### src/rtl/rmii_pkg.sv
// Shared RMII receive/transmit definitions: FSM encodings, CRC-32 constants,
// the end-of-frame status record and the 2-bit reflected CRC step.
package rmii_pkg;

  typedef logic [1:0] state_t;

  localparam state_t IDLE = 2'd0;
  localparam state_t PRE  = 2'd1;
  localparam state_t DATA = 2'd2;
  localparam state_t DROP = 2'd3;

  localparam logic [1:0]  PREAMBLE_DIBIT = 2'b01;
  localparam logic [1:0]  SFD_DIBIT      = 2'b11;

  localparam logic [31:0] CRC_POLY    = 32'hEDB88320;
  localparam logic [31:0] CRC_INIT    = 32'hFFFFFFFF;
  localparam logic [31:0] CRC_RESIDUE = 32'hDEBB20E3;

  typedef struct packed {
    logic        good;
    logic        crc;
    logic        len;
    logic        align;
    logic        rxer;
    logic [15:0] bytes;
  } rx_stat_t;

  // Bit 0 of the dibit is first on the wire, so it is folded in first.
  function automatic logic [31:0] crc32_step2(input logic [31:0] crc, input logic [1:0] dibit);
    logic [31:0] c;
    c = crc;
    for (int i = 0; i < 2; i++) begin
      if (c[0] ^ dibit[i]) c = (c >> 1) ^ CRC_POLY;
      else                 c = c >> 1;
    end
    return c;
  endfunction

endpackage

### src/rtl/rmii_rx_deframer.sv
// RMII receive deframer: strips preamble/SFD, assembles LSB-first bytes,
// checks CRC-32 residue and length, and reports one status pulse per frame.
module rmii_rx_deframer
  import rmii_pkg::*;
#(
  parameter int MIN_FRAME = 64,
  parameter int MAX_FRAME = 1522
) (
  input  logic        clk_i,
  input  logic        rst_ni,
  input  logic [1:0]  rxd_i,
  input  logic        crs_dv_i,
  input  logic        rx_er_i,
  output logic [7:0]  m_data_o,
  output logic        m_valid_o,
  output logic        m_last_o,
  output logic        stat_valid_o,
  output logic        stat_good_o,
  output logic        stat_crc_o,
  output logic        stat_len_o,
  output logic        stat_align_o,
  output logic        stat_rxer_o,
  output logic [15:0] stat_bytes_o
);

  localparam logic [15:0] MIN_LEN = MIN_FRAME[15:0];
  localparam logic [15:0] MAX_LEN = MAX_FRAME[15:0];
  localparam logic [15:0] SAT_LEN = MAX_LEN + 16'd1;

  state_t      state_q, state_d;
  logic [7:0]  shift_q, shift_d;
  logic [1:0]  dibit_cnt_q, dibit_cnt_d;
  logic [31:0] crc_q, crc_d;
  logic [31:0] crc_byte_q, crc_byte_d;
  logic [15:0] byte_cnt_q, byte_cnt_d;
  logic        rxer_q, rxer_d;
  logic [7:0]  held_q, held_d;
  logic        held_valid_q, held_valid_d;
  logic [7:0]  m_data_q, m_data_d;
  logic        m_valid_q, m_valid_d;
  logic        m_last_q, m_last_d;
  logic        stat_valid_q, stat_valid_d;
  rx_stat_t    stat_q, stat_d;

  logic [7:0]  new_byte;
  logic [31:0] crc_next;
  logic        crc_bad;
  logic        len_bad;

  assign new_byte = {rxd_i, shift_q[7:2]};
  assign crc_next = crc32_step2(crc_q, rxd_i);
  // The CRC snapshot at the last byte boundary ignores any trailing partial byte.
  assign crc_bad  = (crc_byte_q != CRC_RESIDUE);
  assign len_bad  = (byte_cnt_q < MIN_LEN) || (byte_cnt_q > MAX_LEN);

  always_comb begin
    state_d      = state_q;
    shift_d      = shift_q;
    dibit_cnt_d  = dibit_cnt_q;
    crc_d        = crc_q;
    crc_byte_d   = crc_byte_q;
    byte_cnt_d   = byte_cnt_q;
    rxer_d       = rxer_q;
    held_d       = held_q;
    held_valid_d = held_valid_q;
    m_data_d     = m_data_q;
    m_valid_d    = 1'b0;
    m_last_d     = 1'b0;
    stat_valid_d = 1'b0;
    stat_d       = stat_q;

    case (state_q)
      IDLE: begin
        if (crs_dv_i) state_d = (rxd_i == PREAMBLE_DIBIT) ? PRE : DROP;
      end
      PRE: begin
        if (!crs_dv_i) begin
          state_d = IDLE;
        end else if (rxd_i == SFD_DIBIT) begin
          state_d      = DATA;
          dibit_cnt_d  = 2'd0;
          crc_d        = CRC_INIT;
          crc_byte_d   = CRC_INIT;
          byte_cnt_d   = 16'd0;
          rxer_d       = 1'b0;
          held_valid_d = 1'b0;
        end else if (rxd_i != PREAMBLE_DIBIT) begin
          state_d = DROP;
        end
      end
      DATA: begin
        if (crs_dv_i) begin
          shift_d     = new_byte;
          crc_d       = crc_next;
          dibit_cnt_d = dibit_cnt_q + 2'd1;
          if (rx_er_i) rxer_d = 1'b1;
          if (dibit_cnt_q == 2'd3) begin
            crc_byte_d = crc_next;
            if (byte_cnt_q != SAT_LEN) byte_cnt_d = byte_cnt_q + 16'd1;
            // One byte is always held back so the frame's final byte can carry m_last.
            if (byte_cnt_d <= MAX_LEN) begin
              m_valid_d    = held_valid_q;
              if (held_valid_q) m_data_d = held_q;
              held_d       = new_byte;
              held_valid_d = 1'b1;
            end
          end
        end else begin
          state_d      = IDLE;
          m_valid_d    = held_valid_q;
          m_last_d     = held_valid_q;
          if (held_valid_q) m_data_d = held_q;
          held_valid_d = 1'b0;
          stat_valid_d = 1'b1;
          stat_d.crc   = crc_bad;
          stat_d.len   = len_bad;
          stat_d.align = (dibit_cnt_q != 2'd0);
          stat_d.rxer  = rxer_q;
          stat_d.good  = !(crc_bad || len_bad || (dibit_cnt_q != 2'd0) || rxer_q);
          stat_d.bytes = byte_cnt_q;
        end
      end
      DROP: begin
        if (!crs_dv_i) state_d = IDLE;
      end
      default: state_d = IDLE;
    endcase
  end

  always_ff @(posedge clk_i or negedge rst_ni) begin
    if (!rst_ni) begin
      state_q      <= IDLE;
      shift_q      <= 8'd0;
      dibit_cnt_q  <= 2'd0;
      crc_q        <= CRC_INIT;
      crc_byte_q   <= CRC_INIT;
      byte_cnt_q   <= 16'd0;
      rxer_q       <= 1'b0;
      held_q       <= 8'd0;
      held_valid_q <= 1'b0;
      m_data_q     <= 8'd0;
      m_valid_q    <= 1'b0;
      m_last_q     <= 1'b0;
      stat_valid_q <= 1'b0;
      stat_q       <= '0;
    end else begin
      state_q      <= state_d;
      shift_q      <= shift_d;
      dibit_cnt_q  <= dibit_cnt_d;
      crc_q        <= crc_d;
      crc_byte_q   <= crc_byte_d;
      byte_cnt_q   <= byte_cnt_d;
      rxer_q       <= rxer_d;
      held_q       <= held_d;
      held_valid_q <= held_valid_d;
      m_data_q     <= m_data_d;
      m_valid_q    <= m_valid_d;
      m_last_q     <= m_last_d;
      stat_valid_q <= stat_valid_d;
      stat_q       <= stat_d;
    end
  end

  assign m_data_o     = m_data_q;
  assign m_valid_o    = m_valid_q;
  assign m_last_o     = m_last_q;
  assign stat_valid_o = stat_valid_q;
  assign stat_good_o  = stat_q.good;
  assign stat_crc_o   = stat_q.crc;
  assign stat_len_o   = stat_q.len;
  assign stat_align_o = stat_q.align;
  assign stat_rxer_o  = stat_q.rxer;
  assign stat_bytes_o = stat_q.bytes;

endmodule

### config.mk
export PLATFORM = sky130hd
export DESIGN_NAME = rmii_rx_deframer
export DESIGN_NICKNAME = d
export VERILOG_FILES = /design/src/rtl/rmii_pkg.sv /design/src/rtl/rmii_rx_deframer.sv
export SDC_FILE = /design/constraint.sdc
export NUM_CORES = 1
export LEC_CHECK = 0
export ABC_AREA = 1
export CORE_ASPECT_RATIO = 0.7
export CORE_MARGIN = 3
export CORE_UTILIZATION = 54
export DETAILED_ROUTE_END_ITERATION = 12
export MAX_ROUTING_LAYER = met4
export PLACE_DENSITY = 0.76
export SETUP_SLACK_MARGIN = 0.5
export SLEW_MARGIN = 20
export SYNTH_ARGS = -nofsm -noshare
export SYNTH_HDL_FRONTEND = slang
export SYNTH_SLANG_ARGS = --single-unit
### constraint.sdc
create_clock -name clk_i -period 1.8 [get_ports clk_i]
set_input_delay 0.18 -clock clk_i [delete_from_list [all_inputs] [get_ports clk_i]]
set_output_delay 0.18 -clock clk_i [all_outputs]
set_load 0.01 [all_outputs]
==> metrics.md, run 1 <==
| Metric | Value |
|---|---|
| Inserted Clock Buffers | `17` |
| Fraction of synthesized area in multiplexers | `0.0181` |
| Detail Placement HPWL | `11,200 um` |
| Compound-Gate Fraction of Synth Area | `0.112` |
| Flip-flop and latch count after synthesis | `132` |
| Fraction of registers with async set or reset after synthesis | `1.00` |
| Synthesized area per cell | `8.46 um^2` |
| Pin count of the biggest net entering global routing | `60` |
| Gate count after technology mapping | `737` |
| Yosys synthesis warning count | `0` |
| Grt repair worst endpoint | `m_data_o[2]$_DFFE_PN0P_/D` |
| Number of H-tree branching levels | `4` |
| Port Buffers | `37` |
| Type of pin the worst path ends at | `register input` |
| Cell accounting for the most synthesized area | `sky130_fd_sc_hd__dfrtp_1` |
| Last stage reached | `global routing (5_1_grt)` |
| Root buffer cell | `sky130_fd_sc_hd__clkbuf_16` |
| First Err | `[ERROR DPL-0038] Utilization greater than 100%, impossible to legalize` |
| Synthesized-area fraction occupied by adder cells | `0.00602` |
| Main combinational cell family by area after synthesis | `simple AND/OR/NAND/NOR gates` |
| Area share of the leading cell type in the synthesized netlist | `0.273` |
| CTS sink cnt | `approximately 130` |
| Cell Area, Synth | `6230 um^2` |
| Initial cell density of the core | `0.560` |
| Result of the run | `aborted with a tool error` |
| Die height | `95.9 um` |
| Net count after synthesis | `746` |
| Simple-gate area share of the yosys netlist | `0.226` |
| Top post-synthesis cells by count | `sky130_fd_sc_hd__nand2_1, sky130_fd_sc_hd__inv_1, sky130_fd_sc_hd__o21ai_0, sky130_fd_sc_hd__dfrtp_1, sky130_fd_sc_hd__dfstp_2` |
| Die width | `134 um` |
| Top cells by area in the synthesized netlist | `sky130_fd_sc_hd__dfrtp_1, sky130_fd_sc_hd__dfstp_2, sky130_fd_sc_hd__nand2_1` |
| Register area share after synthesis | `0.543` |
| Row count | `32` |
| Worst slack after detailed placement | `-215 ps` |
| Final Wtd Congestion | `0.927` |
| Most instantiated library cell after synthesis | `sky130_fd_sc_hd__nand2_1` |
| Placed Instance Area | `approximately 7500 um^2` |
| Xor and xnor area share after synthesis | `0.00843` |
| Number of top-level pins | `38` |
| Maximum root-to-sink buffer count | `2` |
| Primary flip-flop cell chosen by synthesis mapping | `sky130_fd_sc_hd__dfrtp_1` |
| Count of different cell masters after synthesis | `35` |
| Number of flops mapped to enable cells by yosys | `0` |
## stage by stage
stage / cells / TNS, ps / hold WS (ps)
CTS: 1081 / -2530 / 231
detailed placement: 972 / -4910 / 134
global placement: 972 / -4490 / 126
floorplan: 737 / 0 / -116
## cells by family after synthesis
family,after synthesis
compound gates,130
xor+xnor,6
fa+ha+maj,3
buf+inv,138
flops,132
mux,10
simple gates,318
## repair_timing
item	in CTS
cloned	25
gates resized for setup	335
pin swaps	77
hold buffers	1
endpoints found under the hold margin	20
setup endpoints to repair	155
setup buffers	51
==> inputs of run 2 (changes only) <==
CORE_ASPECT_RATIO = unset   (was 0.7)
CORE_UTILIZATION = 40   (was 54)
MAX_ROUTING_LAYER = unset   (was met4)
PLACE_DENSITY = unset   (was 0.76)
PLACE_DENSITY_LB_ADDON = 0.15   (was unset)
SETUP_SLACK_MARGIN = unset   (was 0.5)
clock period = 2.3 ns   (was 1.8 ns; I/O delays follow)
==> run 2 against run 1 <==
Effect of this change:
- the flow now finishes without violations
- synthesized area is the same
- synthesized cell count is the same
==> metrics.md, run 2 <==
| Metric | Value |
|---|---|
| CTS sink cnt | `132 (unchanged)` |
| Residual DRC | `0` |
| Final Wtd Congestion | `0.832 (-10%)` |
| Commonest non-fill, non-tap cell in the layout | `sky130_fd_sc_hd__nand2_1` |
| Total Negative Setup Slacks | `0 ps` |
| Synthesized-area fraction occupied by adder cells | `0.00602 (unchanged)` |
| # Max-Cap Violations | `0` |
| Total track usage | `0.179` |
| Initial cell density of the core | `0.419 (-0.141)` |
| Fraction of synthesized area in multiplexers | `0.0181 (unchanged)` |
| Most used cells in the layout excluding fill and tap cells | `sky130_fd_sc_hd__nand2_1, sky130_fd_sc_hd__inv_1, sky130_fd_sc_hd__o21ai_0` |
| Total length of routed wires | `14,000 um` |
| Headroom to the max-slew limit | `0.601` |
| Final Net Count | `796` |
| Worst Clk Skew | `6.81 ps` |
| Detail Placement HPWL | `9640 um (-14%)` |
| Antenna violations before repair | `0` |
| Final period demand of the worst path | `2120 ps` |
| Register area share after synthesis | `0.543 (unchanged)` |
| Worst reg2reg setup slack | `180 ps` |
| Worst slack after detailed placement | `-25.6 ps (+190 ps)` |
| Number of top-level pins | `38 (unchanged)` |
| Gate count after technology mapping | `737 (unchanged)` |
| Top fanout value on the critical path | `9` |
| Row count | `44 (+38%)` |
| P_leak | `3.42 nW` |
| Inserted Clock Buffers | `17 (unchanged)` |
| Worst endpoint required time | `2610 ps` |
| Number of H-tree branching levels | `4 (unchanged)` |
| Die width | `131 um (-2.7%)` |
| Clock slew at the register clock pins of the worst setup and hold paths | `60 ps` |
| Area share of the leading cell type in the synthesized netlist | `0.273 (unchanged)` |
| Primary flip-flop cell chosen by synthesis mapping | `sky130_fd_sc_hd__dfrtp_1` |
| Finished layout cell area | `around 7600 um^2` |
| Worst vdd ir | `0.000535 V` |
| Post-DR vias/cell | `5.01` |
| Area of the core region | `14,900 um^2` |
| Compound-Gate Fraction of Synth Area | `0.112 (unchanged)` |
| Average wire per cell in the routed design | `14.2 um` |
| Worst Path Class, Setup | `reg -> reg` |
| Simple-gate area share of the yosys netlist | `0.226 (unchanged)` |
| Xor and xnor area share after synthesis | `0.00843 (unchanged)` |
| Number of flops mapped to enable cells by yosys | `0 (unchanged)` |
| Via count | `4,929` |
| Clock network latency to the later pin of the worst-skew pair | `420 ps` |
| Measured slew at the worst slew-check pin | `591 ps` |
| Area enclosed by the die boundary | `17,100 um^2` |
| Power per unit of standard cell area | `~1200 nW/um^2` |
| Max frequency | `471 MHz` |
| Net count after synthesis | `746 (unchanged)` |
| Placed Instance Area | `6930 um^2 (-7.2%)` |
| Cell Area, Synth | `6230 um^2 (unchanged)` |
| Most instantiated library cell after synthesis | `sky130_fd_sc_hd__nand2_1` |
| Tightest Hold Check Type | `in -> async` |
| CTS tree | `yes` |
| Final setup margin | `roughly 180 ps` |
| Die height | `131 um (+36%)` |
| Number of iterations in the first detailed-routing pass | `4` |
| Endpoint arrival time on the critical path | `roughly 2400 ps` |
| Count of final hold-check violations | `0` |
| Post-DRT Antenna Nets | `0` |
| Main combinational cell family by area after synthesis | `simple AND/OR/NAND/NOR gates` |
| Fraction of final layout cells sized beyond drive strength 1 | `0.206` |
| Result of the run | `complete, no violations` |
| Max-slew violation count | `0` |
| Cell accounting for the most synthesized area | `sky130_fd_sc_hd__dfrtp_1` |
| Final setup violating endpoints | `0` |
| Aggregate global routing overflow | `0` |
| Element type at the critical path start | `flip-flop` |
| Number of buffers inserted by post-CTS setup repair | `0 (-100%)` |
| Antenna diodes | `0` |
| Initial DRC Count | `315` |
| Yosys synthesis warning count | `0 (unchanged)` |
| Number of placed instances, taps included | `951 (-2.2%)` |
| Pin count of the biggest net entering global routing | `72` |
| Largest registers | `crc_byte_q (32), crc_q (32)` |
| Count of different cell masters after synthesis | `35 (unchanged)` |
| Port Buffers | `37 (unchanged)` |
| Maximum root-to-sink buffer count | `2 (unchanged)` |
| Top post-synthesis cells by count | `sky130_fd_sc_hd__nand2_1, sky130_fd_sc_hd__inv_1, sky130_fd_sc_hd__o21ai_0, sky130_fd_sc_hd__dfrtp_1, sky130_fd_sc_hd__dfstp_2` |
| Crit end category | `flip-flop` |
| Vias in the first global route | `4,857` |
| Global-route wire length before repair | `approximately 24,000 um` |
| Synth-to-Final Area Change | `21.7%` |
| Root buffer cell | `sky130_fd_sc_hd__clkbuf_16` |
| Flip-flop and latch count after synthesis | `132 (unchanged)` |
| Top cells by area in the synthesized netlist | `sky130_fd_sc_hd__dfrtp_1, sky130_fd_sc_hd__dfstp_2, sky130_fd_sc_hd__nand2_1` |
| Final non-filler cell total | `984` |
| Synthesized area per cell | `8.46 um^2 (unchanged)` |
| Fin crit share | `0.924` |
| Fraction of registers with async set or reset after synthesis | `1.00 (unchanged)` |
## run 2: repair_timing
item | CTS | global route
hold endpoints to repair | 68 | 0
resized for setup | 1 | 8
gates cloned | 0 | 0
setup endpoints to repair | 8 | 18
pin swaps | 0 | 2
hold buffers | 1 | 0
## run 2: cell families (layout without fill, tap and decap cells)
group	Yosys count	in the layout
AO/OA/AOI/OAI	130	130
adder cells (fa/ha/maj)	3	3
buffers and inverters	138	201
XOR/XNOR	6	6
flip-flops	132	132
multiplexers	10	10
AND/OR/NAND/NOR	318	318
## run 2: final cells by class
type	count	area, um^2
clock inverter	14	175
clock buffer	18	429
multi-input combinational	467	2350
timing repair buffer	60	606
fill	1392	7280
tap	184	230
sequential	132	3380
inverter	109	409
## run 2: critical path: stages, from the launching register on
cell and delay (ps):
sky130_fd_sc_hd__dfrtp_1 440, sky130_fd_sc_hd__ha_4 190, sky130_fd_sc_hd__nand3_1 150, sky130_fd_sc_hd__nor2_4 190
sky130_fd_sc_hd__xor2_1 120, sky130_fd_sc_hd__nor2_1 190, sky130_fd_sc_hd__nand2_1 90, sky130_fd_sc_hd__nor2_2 140
sky130_fd_sc_hd__nand2_2 120, sky130_fd_sc_hd__nand3_4 160, sky130_fd_sc_hd__nand2_4 100, sky130_fd_sc_hd__nand2_1 70
sky130_fd_sc_hd__nand2_1 50
## run 2: worst paths after layout
path | startpoint | to | cells after the start
worst max-delay path | byte_cnt_q[1] | m_data_o[6] | 12
worst min-delay path | rst_ni | byte_cnt_q[7] | 3
worst max register to register | byte_cnt_q[1] | m_data_o[6] | 12
worst min register to register | m_data_o[1] | m_data_o[1] | 2
max in group asynchronous | rst_ni | crc_q[29] | 3
min in group clk_i | rx_er_i | rxer_q | 3
## run 2: metal layers
metal / global-route usage / vias to the layer above / part of all wire
met5: 0 / - / 0
met4: 0.0684 / 0 / 0.016
met3: 0.0390 / 18 / 0.040
met2: 0.284 / 105 / 0.47
met1: 0.241 / 2330 / 0.47
li1: - / 2476 / -
## run 2: through the flow
| stage | util | hold slack [ps] | total power [mW] |
|---|---|---|---|
| finish | 0.510 | 367 | 9.47 |
| global route | 0.510 | 403 | 10.2 |
| CTS | 0.508 | 370 | 9.53 |
| detailed placement | 0.466 | 271 | 6.72 |
| global placement | 0.466 | 266 | 6.68 |
| floorplan | - | -65.6 | 5.61 |
## run 2: where the power goes
group          internal (mW)  total (mW)  switching, mW
sequential              3.45        3.99          0.541
combinational           1.12        2.71           1.59
clock                   1.72        2.77           1.05
total                   6.29        9.47           3.18
No activity file was read; power rests on OpenSTA's default activity.
